==> src/rtl/cache_mem_arbiter_pkg.sv <==
// Shared types for cache_mem_arbiter: FSM state, owner encoding and default widths.
package arbiter_types;

    localparam int ADDR_W_DEFAULT = 32;
    localparam int LINE_W_DEFAULT = 256;

    typedef enum logic [1:0] {
        IDLE,
        I_BUSY,
        D_BUSY,
        RELEASE
    } arb_state_t;

    typedef enum logic {
        OWN_I,
        OWN_D
    } arb_owner_t;

endpackage

==> src/rtl/cache_mem_arbiter_grant_sel.sv <==
// Grant policy for the I/D miss paths. Defining ARB_ROUND_ROBIN_EN alternates on ties,
// otherwise D always wins a tie so the MEM stage unblocks first.
module arb_grant_sel
    import arbiter_types::*;
(
    input  logic       i_req,
    input  logic       d_req,
    input  arb_owner_t last_owner,
    output logic       grant_valid,
    output arb_owner_t grant_owner
);

    always_comb begin
        grant_valid = i_req | d_req;
        grant_owner = OWN_D;
        if (i_req && !d_req) begin
            grant_owner = OWN_I;
        end
`ifdef ARB_ROUND_ROBIN_EN
        else if (i_req && d_req) begin
            grant_owner = (last_owner == OWN_D) ? OWN_I : OWN_D;
        end
`endif
    end

`ifndef ARB_ROUND_ROBIN_EN
    logic unused_last_owner;
    assign unused_last_owner = (last_owner == OWN_D);
`endif

endmodule

==> src/rtl/cache_mem_arbiter.sv <==
// Serialises I-cache fills and D-cache fills/write-backs onto one line-wide memory port.
// ARB_ROUND_ROBIN_EN selects round-robin tie-breaking instead of fixed D priority.
module cache_mem_arbiter
    import arbiter_types::*;
#(
    parameter int ADDR_W = ADDR_W_DEFAULT,
    parameter int LINE_W = LINE_W_DEFAULT
) (
    input  logic              clk,
    input  logic              rst,
    input  logic              i_read,
    input  logic [ADDR_W-1:0] i_address,
    output logic [LINE_W-1:0] i_rdata,
    output logic              i_resp,
    input  logic              d_read,
    input  logic              d_write,
    input  logic [ADDR_W-1:0] d_address,
    input  logic [LINE_W-1:0] d_wdata,
    output logic [LINE_W-1:0] d_rdata,
    output logic              d_resp,
    output logic              pmem_read,
    output logic              pmem_write,
    output logic [ADDR_W-1:0] pmem_address,
    output logic [LINE_W-1:0] pmem_wdata,
    input  logic [LINE_W-1:0] pmem_rdata,
    input  logic              pmem_resp
);

    arb_state_t        state_q, state_d;
    logic [ADDR_W-1:0] addr_q, addr_d;
    logic [LINE_W-1:0] wdata_q, wdata_d;
    logic              write_q, write_d;
    logic              d_req;
    logic              grant_valid;
    arb_owner_t        grant_owner;
    arb_owner_t        last_owner;

    assign d_req = d_read | d_write;

    arb_grant_sel u_grant_sel (
        .i_req       (i_read),
        .d_req       (d_req),
        .last_owner  (last_owner),
        .grant_valid (grant_valid),
        .grant_owner (grant_owner)
    );

`ifdef ARB_ROUND_ROBIN_EN
    arb_owner_t last_owner_q;

    // Reset value OWN_I makes D the preferred side on the first tie.
    always_ff @(posedge clk or negedge rst) begin
        if (!rst) begin
            last_owner_q <= OWN_I;
        end else if (state_q == IDLE && grant_valid) begin
            last_owner_q <= grant_owner;
        end
    end
    assign last_owner = last_owner_q;
`else
    assign last_owner = OWN_I;
`endif

    // NOTE: sequential state uses non-blocking assignments so every register samples pre-edge values.
    always_ff @(posedge clk or negedge rst) begin
        if (!rst) begin
            state_q <= IDLE;
            addr_q  <= '0;
            wdata_q <= '0;
            write_q <= 1'b0;
        end else begin
            state_q <= state_d;
            addr_q  <= addr_d;
            wdata_q <= wdata_d;
            write_q <= write_d;
        end
    end

    // NOTE: every output of this block gets a default first, so no latch can be inferred.
    always_comb begin
        state_d = state_q;
        addr_d  = addr_q;
        wdata_d = wdata_q;
        write_d = write_q;
        unique case (state_q)
            IDLE: begin
                if (grant_valid && grant_owner == OWN_D) begin
                    state_d = D_BUSY;
                    addr_d  = d_address;
                    wdata_d = d_wdata;
                    write_d = d_write;
                end else if (grant_valid) begin
                    state_d = I_BUSY;
                    addr_d  = i_address;
                    wdata_d = '0;
                    write_d = 1'b0;
                end
            end
            I_BUSY, D_BUSY: begin
                if (pmem_resp) begin
                    state_d = RELEASE;
                end
            end
            RELEASE: state_d = IDLE;
            default: state_d = IDLE;
        endcase
    end

    always_comb begin
        pmem_read    = (state_q == I_BUSY) || (state_q == D_BUSY && !write_q);
        pmem_write   = (state_q == D_BUSY) && write_q;
        pmem_address = addr_q;
        pmem_wdata   = wdata_q;
        i_resp       = (state_q == I_BUSY) && pmem_resp;
        d_resp       = (state_q == D_BUSY) && pmem_resp;
        i_rdata      = (state_q == I_BUSY) ? pmem_rdata : '0;
        d_rdata      = (state_q == D_BUSY) ? pmem_rdata : '0;
    end

`ifndef SYNTHESIS
    // A read+write collision is served as a write-back; flag the misbehaving D-cache.
    assert property (@(posedge clk) disable iff (!rst) !(d_read && d_write))
        else $error("cache_mem_arbiter: d_read and d_write asserted together");
`endif

endmodule
==> config.mk <==
export PLATFORM = sky130hd
export DESIGN_NAME = cache_mem_arbiter
export DESIGN_NICKNAME = d
export VERILOG_FILES = /design/src/rtl/cache_mem_arbiter_pkg.sv /design/src/rtl/cache_mem_arbiter_grant_sel.sv /design/src/rtl/cache_mem_arbiter.sv
export SDC_FILE = /design/constraint.sdc
export NUM_CORES = 1
export LEC_CHECK = 0
export BUFFER_PORTS_ARGS = -buffer_cell sky130_fd_sc_hd__buf_2
export CORE_AREA = 2 2 535 537
export DETAILED_ROUTE_END_ITERATION = 12
export DIE_AREA = 0 0 537 539
export GPL_TIMING_DRIVEN = 0
export SLEW_MARGIN = 10
export SYNTH_ARGS = -nofsm -noshare
export SYNTH_HDL_FRONTEND = slang
export SYNTH_SLANG_ARGS = --single-unit
==> constraint.sdc <==
create_clock -name clk -period 1.73 [get_ports clk]
set_input_delay 0.346 -clock clk [delete_from_list [all_inputs] [get_ports clk]]
set_output_delay 0.346 -clock clk [all_outputs]
set_load 0.005 [all_outputs]
==> impl_metrics.yaml, run 1 <==
final_layout:
  final_util_pct: 12.54
  design_area_sq_mm: 0.03560
  area_growth_pct: 153.1
  layout.nets: 3615
  mostFrequentLayoutCells: "buf_2 (1018), and2_4 (398), buf_6 (387), dfrtp_1 (291), a22o_1 (257)"
  layout-drive-gt1-share_pct: 67.68
  fin_cells: 6855
  final_common_cell: "buf_2"
grt:
  grt_usage_pct: 16.39
  grt_start_max_net_pins: 106
  grt_pass1_vias: 18710
  grt_overflow: 0
  grt_first_pass_wirelength_mm: 286.8
  antenna_found_initial: 191
power:
  total_leakage_power_nw: 16.83
  power_mw: 64.62
  pwr-share-comb_pct: 69.0
  p_clk_share_pct: 12.7
  max-vdd-ir-drop_uv: 806.8
  p_seq_share_pct: 18.3
  switching_power_mw: 29.53
  swShare_pct: 45.70
  power.internal_mw: 35.09
  power_density_mw_per_mm2: 1815
synth:
  avgSynthCellArea_sq_um: 10.81
  synth_cells: 1302
  ys_types: 19
  synth_fp_nets: 1888
  seq_area_frac_synth_pct: 51.76
  ys_ff_latch: 291
  syn_area_sq_mm: 0.01407
  yosysWarnings: 0
setup_path:
  cp.arrival_ns: 2.23
  crit_family: "buffers and inverters"
  worstSetupPathType: "reg2out"
  r2r-start: "state_q[1]"
  cp-start-kind: "flop"
  path_cells: "inv_2 > ha_4 > buf_12 > clkbuf_16 > clkbuf_16 > and2_4 > buf_8"
  end_kind: "output pin"
  cp.required_ns: 1.38
  path_buf_inv: 5
  worstPathMaxFanout: 6
  cp_common_cell: "clkbuf_16"
  crit_slowest_cell: "dfrtp_1"
  cp_slowest_stage_delay_ns: 0.43
  crit_path_start: "state_q[1]"
place:
  dp.cells: 6452
  post-place-ws_ns: -1.731
  hpwlAfterDp_mm: 226.5
  port_buffers: 1385
  gp_congestion: 1.016
  postPlaceCellArea_sq_mm: 0.02580
run_status:
  violations: "negative setup slack"
  status: "complete, but fails checks"
cts:
  cts.path.max_buffers: 3
  root_buffer: "clkbuf_16"
  clock_latency_ns: 0.59
  clkTransAtPathRegs_ns: 0.07
  cts_max_level: 2
  cts_tree: "yes"
  numCtsBuffers: 35
  clock_sinks: 291
sta:
  slew_viol_final: 0
  relSlewSlack_pct: 35.89
  min_period_ns: 2.578
  whs_ns: 0.04629
  setup_tns_ns: -493.05
  fmax_mhz: 387.9
  worst_clock_skew_ns: 0.02564
  fin_ws_ns: -0.8477
  finalSetupViolCount: 960
  tightest_slew_ns: 0.9350
  hold_violations: 0
  fin_crit_sh_pct: 149.0
  rsz0062_at_grt: "yes"
drt:
  wl_per_cell_microns: 36.87
  wirelength_mm: 252.7
  drt_iter0_drc: 1421
  drc: 0
  drt-met1-wl_mm: 100.6
  ant_nets: 0
  viasPerCell: 2.884
  met2WireLength_mm: 100.9
  drt_pass1_iterations: 5
  route.met3.wl_mm: 41.82
  route.vias.total: 19770
  highest_layer: "met5"
floorplanning:
  die_h_microns: 539
  core_area_sq_mm: 0.2840
  row_count: 196
  num_io_pins: 1386
  chipWidth_microns: 537
  dieArea_sq_mm: 0.2894
  start_util_pct: 4.954
job:
  maxCapViolCount: 0
min_path:
  hold_start: "d_wdata[35]"
  hold_class: "in2reg"
-- flip-flops by register name, summed over array words and instances, names as in the netlist --
signal	cells
pmem_address	32
pmem_wdata	256
state_q	2
write_q	1
-- power by group through the flow --
stage	logic, mW	registers (mW)	clock network (mW)
after floorplan	9.09	11.8	0
after global placement	31.1	11.7	0
after detailed placement	31.1	11.8	0
after CTS	37.0	11.8	8.50
after global routing	47.0	12.1	8.72
final	44.6	11.8	8.21
-- timing repair --
item / in CTS / in global routing
resized for setup: 533 / 953
pin swaps: 3 / 8
hold buffers: 216 / 1
setup buffers: 16 / 23
gates cloned: 20 / 34
endpoints found under the hold margin: 308 / 96
setup endpoints to repair: 823 / 1016
-- final timing paths --
path                                          to  slack, ns  cells after the start
worst max-delay path                 i_rdata[29]      -0.85                      7
worst min-delay path              pmem_wdata[35]       0.05                      2
worst max register to register   pmem_wdata[157]      -0.40                      9
worst min register to register  pmem_address[21]       0.47                      2
max in group asynchronous       pmem_address[19]      -0.64                      5
min in group asynchronous         pmem_wdata[75]       0.31                      2
-- Yosys cell counts --
cell	count	area share (%)
mux2i_1	34	2.4
and2_1	515	23
ha_1	4	0.36
nand2_1	32	0.85
nor2b_1	2	0.089
nor2_4	1	0.080
o21ai_0	32	1.1
dfrtp_1	291	52
buf_2	61	2.2
a22o_1	257	16
a21o_1	1	0.053
nor3_1	1	0.036
o31ai_4	1	0.15
buf_4	2	0.11
a21oi_1	2	0.071
mux2_2	1	0.080
inv_1	3	0.080
clkbuf_1	61	1.6
nor2_1	1	0.027
-- cell families (layout without fill, tap and decap cells) --
group	count (synthesis)	count (layout)	share of synthesized area, %
flip-flops	291	291	51.76
other	0	39	0
AO/OA/AOI/OAI	293	293	17.41
adder cells (fa/ha/maj)	4	4	0.3558
AND/OR/NAND/NOR	552	552	23.99
buffers and inverters	127	1879	3.984
multiplexers	35	35	2.499
-- worst register-to-register path: stages (launching register included) --
cell,delay [ns]
dfrtp_1,0.43
inv_2,0.10
buf_4,0.11
buf_6,0.10
ha_4,0.16
nor2b_4,0.21
buf_6,0.14
buf_4,0.27
buf_2,0.36
a22o_1,0.19
-- cell type report --
cell class | count | area [sq um]
multi-input combinational | 884 | 7282
clock inverter | 19 | 257.7
timing repair buffer | 1691 | 13440
fill | 32380 | 248400
buffer | 123 | 1562
sequential | 291 | 7282
inverter | 3 | 11.26
clock buffer | 43 | 965.9
tap | 3762 | 4707
antenna | 39 | 97.59
-- routing by layer --
metal	up-vias	GRT usage, %
met1	9728	19.49
met4	38	4.132
met2	1606	23.54
met3	388	11.43
li1	8008	-
met5	-	0
(Power assumes the default switching activity.)
==> inputs of run 2 (changes only) <==
- ABC_AREA: not set -> 1
- CORE_AREA: 2 2 535 537 -> 2 2 536 538
- DIE_AREA: 0 0 537 539 -> 0 0 538 540
==> impl_metrics.yaml, run 2 <==
setup_path:
  worstPathMaxFanout: 7
  worstSetupPathType: "reg2out"
  cp-start-kind: "flop"
  cp.arrival_ns: 2.16
  cp.required_ns: 1.38
  end_kind: "output pin"
synth:
  synth_cells: 2470
  syn_area_sq_mm: 0.01589
  synth_top_area_share_pct: 45.82
  yosysWarnings: 0
  yosysMostFrequentCell: "nand2_1"
  synth_ff_type: "dfrtp_1"
  synthArstFlopShare_pct: 100.0
  synth_top_area_cell: "dfrtp_1"
  avgSynthCellArea_sq_um: 6.434
  synth.area.top_cells: "dfrtp_1 (46%), nand2_1 (29%), inv_1 (12%), nand3_1 (8.2%), clkbuf_1 (2.5%)"
  ys_top_cells_by_count: "nand2_1 (1230), inv_1 (523), dfrtp_1 (291)"
  ys_types: 15
  synth_fp_nets: 3056
  synth_edf_count: 0
  seq_area_frac_synth_pct: 45.82
  ys_ff_latch: 291
power:
  power.internal_mw: 34.57
  max-vdd-ir-drop_uv: 629.5
  swShare_pct: 49.97
  switching_power_mw: 34.53
  p_seq_share_pct: 17.1
  total_leakage_power_nw: 23.29
  power_mw: 69.10
  p_clk_share_pct: 12.1
  pwr-share-comb_pct: 70.8
  power_density_mw_per_mm2: 1728
run_status:
  status: "complete, but fails checks"
  violations: "negative setup slack"
sta:
  worst_clock_skew_ns: 0.04445
  tightest_slew_ns: 0.8412
  slew_viol_final: 0
  fin_ws_ns: -0.7807
  fmax_mhz: 398.3
  hold_violations: 0
  rsz0062_at_grt: "yes"
  finalSetupViolCount: 778
  relSlewSlack_pct: 43.92
  whs_ns: 0.03195
  fin_crit_sh_pct: 145.1
  min_period_ns: 2.511
drt:
  wl_per_cell_microns: 33.80
  drc: 0
  route.vias.total: 25580
  drt_pass1_iterations: 5
  drt_iter0_drc: 1986
  ant_nets: 0
  viasPerCell: 3.124
  wirelength_mm: 276.8
place:
  post-place-ws_ns: -2.105
  port_buffers: 1385
  postPlaceCellArea_sq_mm: 0.02769
  hpwlAfterDp_mm: 245.4
  gp_congestion: 1.203
final_layout:
  layout.nets: 4804
  final_util_pct: 14.06
  mostFrequentLayoutCells: "buf_2 (1046), nand2_1 (856), buf_6 (328), inv_2 (321), dfrtp_1 (291)"
  design_area_sq_mm: 0.04000
  final_common_cell: "buf_2"
  area_growth_pct: 151.7
  layout-drive-gt1-share_pct: 57.56
  largest_reg_flops: 256
min_path:
  hold_class: "in2reg"
floorplanning:
  core_area_sq_mm: 0.2845
  start_util_pct: 5.586
  row_count: 196
  dieArea_sq_mm: 0.2905
  chipWidth_microns: 538
  num_io_pins: 1386
  die_h_microns: 540
cts:
  clock_latency_ns: 0.61
  root_buffer: "clkbuf_16"
  clkTransAtPathRegs_ns: 0.08
  cts_tree: "yes"
  numCtsBuffers: 36
  clock_sinks: 291
  cts_max_level: 2
  cts.path.max_buffers: 3
grt:
  grt_pass1_vias: 23440
  grt_overflow: 0
  grt_first_pass_wirelength_mm: 316.4
  antenna_found_initial: 244
  grt_start_max_net_pins: 104
  grt_usage_pct: 17.79
job:
  maxCapViolCount: 0
==> run 2: cell types whose count changed after synthesis, sizes merged, moves of 44 or more <==
cell | previous run | this run
nand3 | 0 | 259
inv | 3 | 524
clkbuf | 61 | 105
and2 | 515 | 0
a22o | 257 | 0
nand2 | 32 | 1231
==> run 2: cell families (layout without fill, tap and decap cells) <==
group | Yosys count | after routing | synth area share, %
other | 0 | 182 | 0
flip-flops | 291 | 291 | 45.82
AND/OR/NAND/NOR | 1491 | 1491 | 37.27
adder cells (fa/ha/maj) | 4 | 4 | 0.3149
AO/OA/AOI/OAI | 5 | 5 | 0.2441
buffers and inverters | 679 | 2453 | 16.35
==> run 2: critical path, cell delays in order (launching register included) <==
cell and delay, ns:
dfrtp_1 0.41, buf_6 0.13, ha_4 0.17, buf_12 0.15
clkbuf_16 0.17, buf_12 0.14, clkbuf_16 0.16, nand2_2 0.05
inv_1 0.04, buf_2 0.13
==> run 2: timing repair <==
action | in CTS | in global routing
hold endpoints to repair | 248 | 0
gates cloned | 15 | 43
buffers inserted | 14 | 44
pin swaps | 5 | 8
endpoints found under the setup margin | 818 | 872
hold buffers | 209 | 0
resized for setup | 617 | 1525
==> run 2: final timing paths <==
path,start,end,slack (ns),cells past startpoint
hold reg to reg,pmem_wdata[138],pmem_wdata[138],0.46,2
setup reg to reg,state_q[1],pmem_wdata[9],-0.32,10
max in group asynchronous,rst,pmem_wdata[162],0.07,4
hold / removal,d_wdata[64],pmem_wdata[64],0.03,3
min in group asynchronous,rst,pmem_wdata[220],0.24,2
setup / recovery,state_q[0],i_rdata[235],-0.78,9
==> run 2: area by class of cell <==
type	instances	area [sq um]
fill	32750	244500
timing repair buffer	1711	13440
multi-input combinational	1500	8693
sequential	291	7282
tap	3762	4707
buffer	154	2097
inverter	524	2059
clock buffer	47	1002
antenna	182	455.4
clock inverter	17	259.0
==> run 2: power by group through the flow <==
stage / logic, mW / registers, mW / clock network (mW)
detailed placement: 32.1 / 11.9 / 0
CTS: 38.1 / 11.8 / 8.67
finish: 48.9 / 11.8 / 8.35
floorplan: 10.0 / 12.0 / 0
global route: 52.0 / 12.2 / 8.84
global placement: 32.1 / 11.7 / 0
==> run 2: stage by stage <==
stage / setup TNS (ns) / instances
6_report: -396.59 / 8188
5_1_grt: -482.10 / 8136
4_1_cts: -541.66 / 7922
3_5_place_dp: -909.25 / 7621
3_3_place_gp: -2615.08 / 7617
2_1_floorplan: -12.09 / 2470
==> run 2: routing by layer <==
layer / routed length, microns / vias to the layer above / global-route usage [%]
li1: - / 10840 / -
met1: 83350 / 11990 / 16.19
met2: 130200 / 2007 / 30.42
met3: 43160 / 656 / 11.34
met4: 18970 / 90 / 8.911
met5: 1076 / - / 0.5330
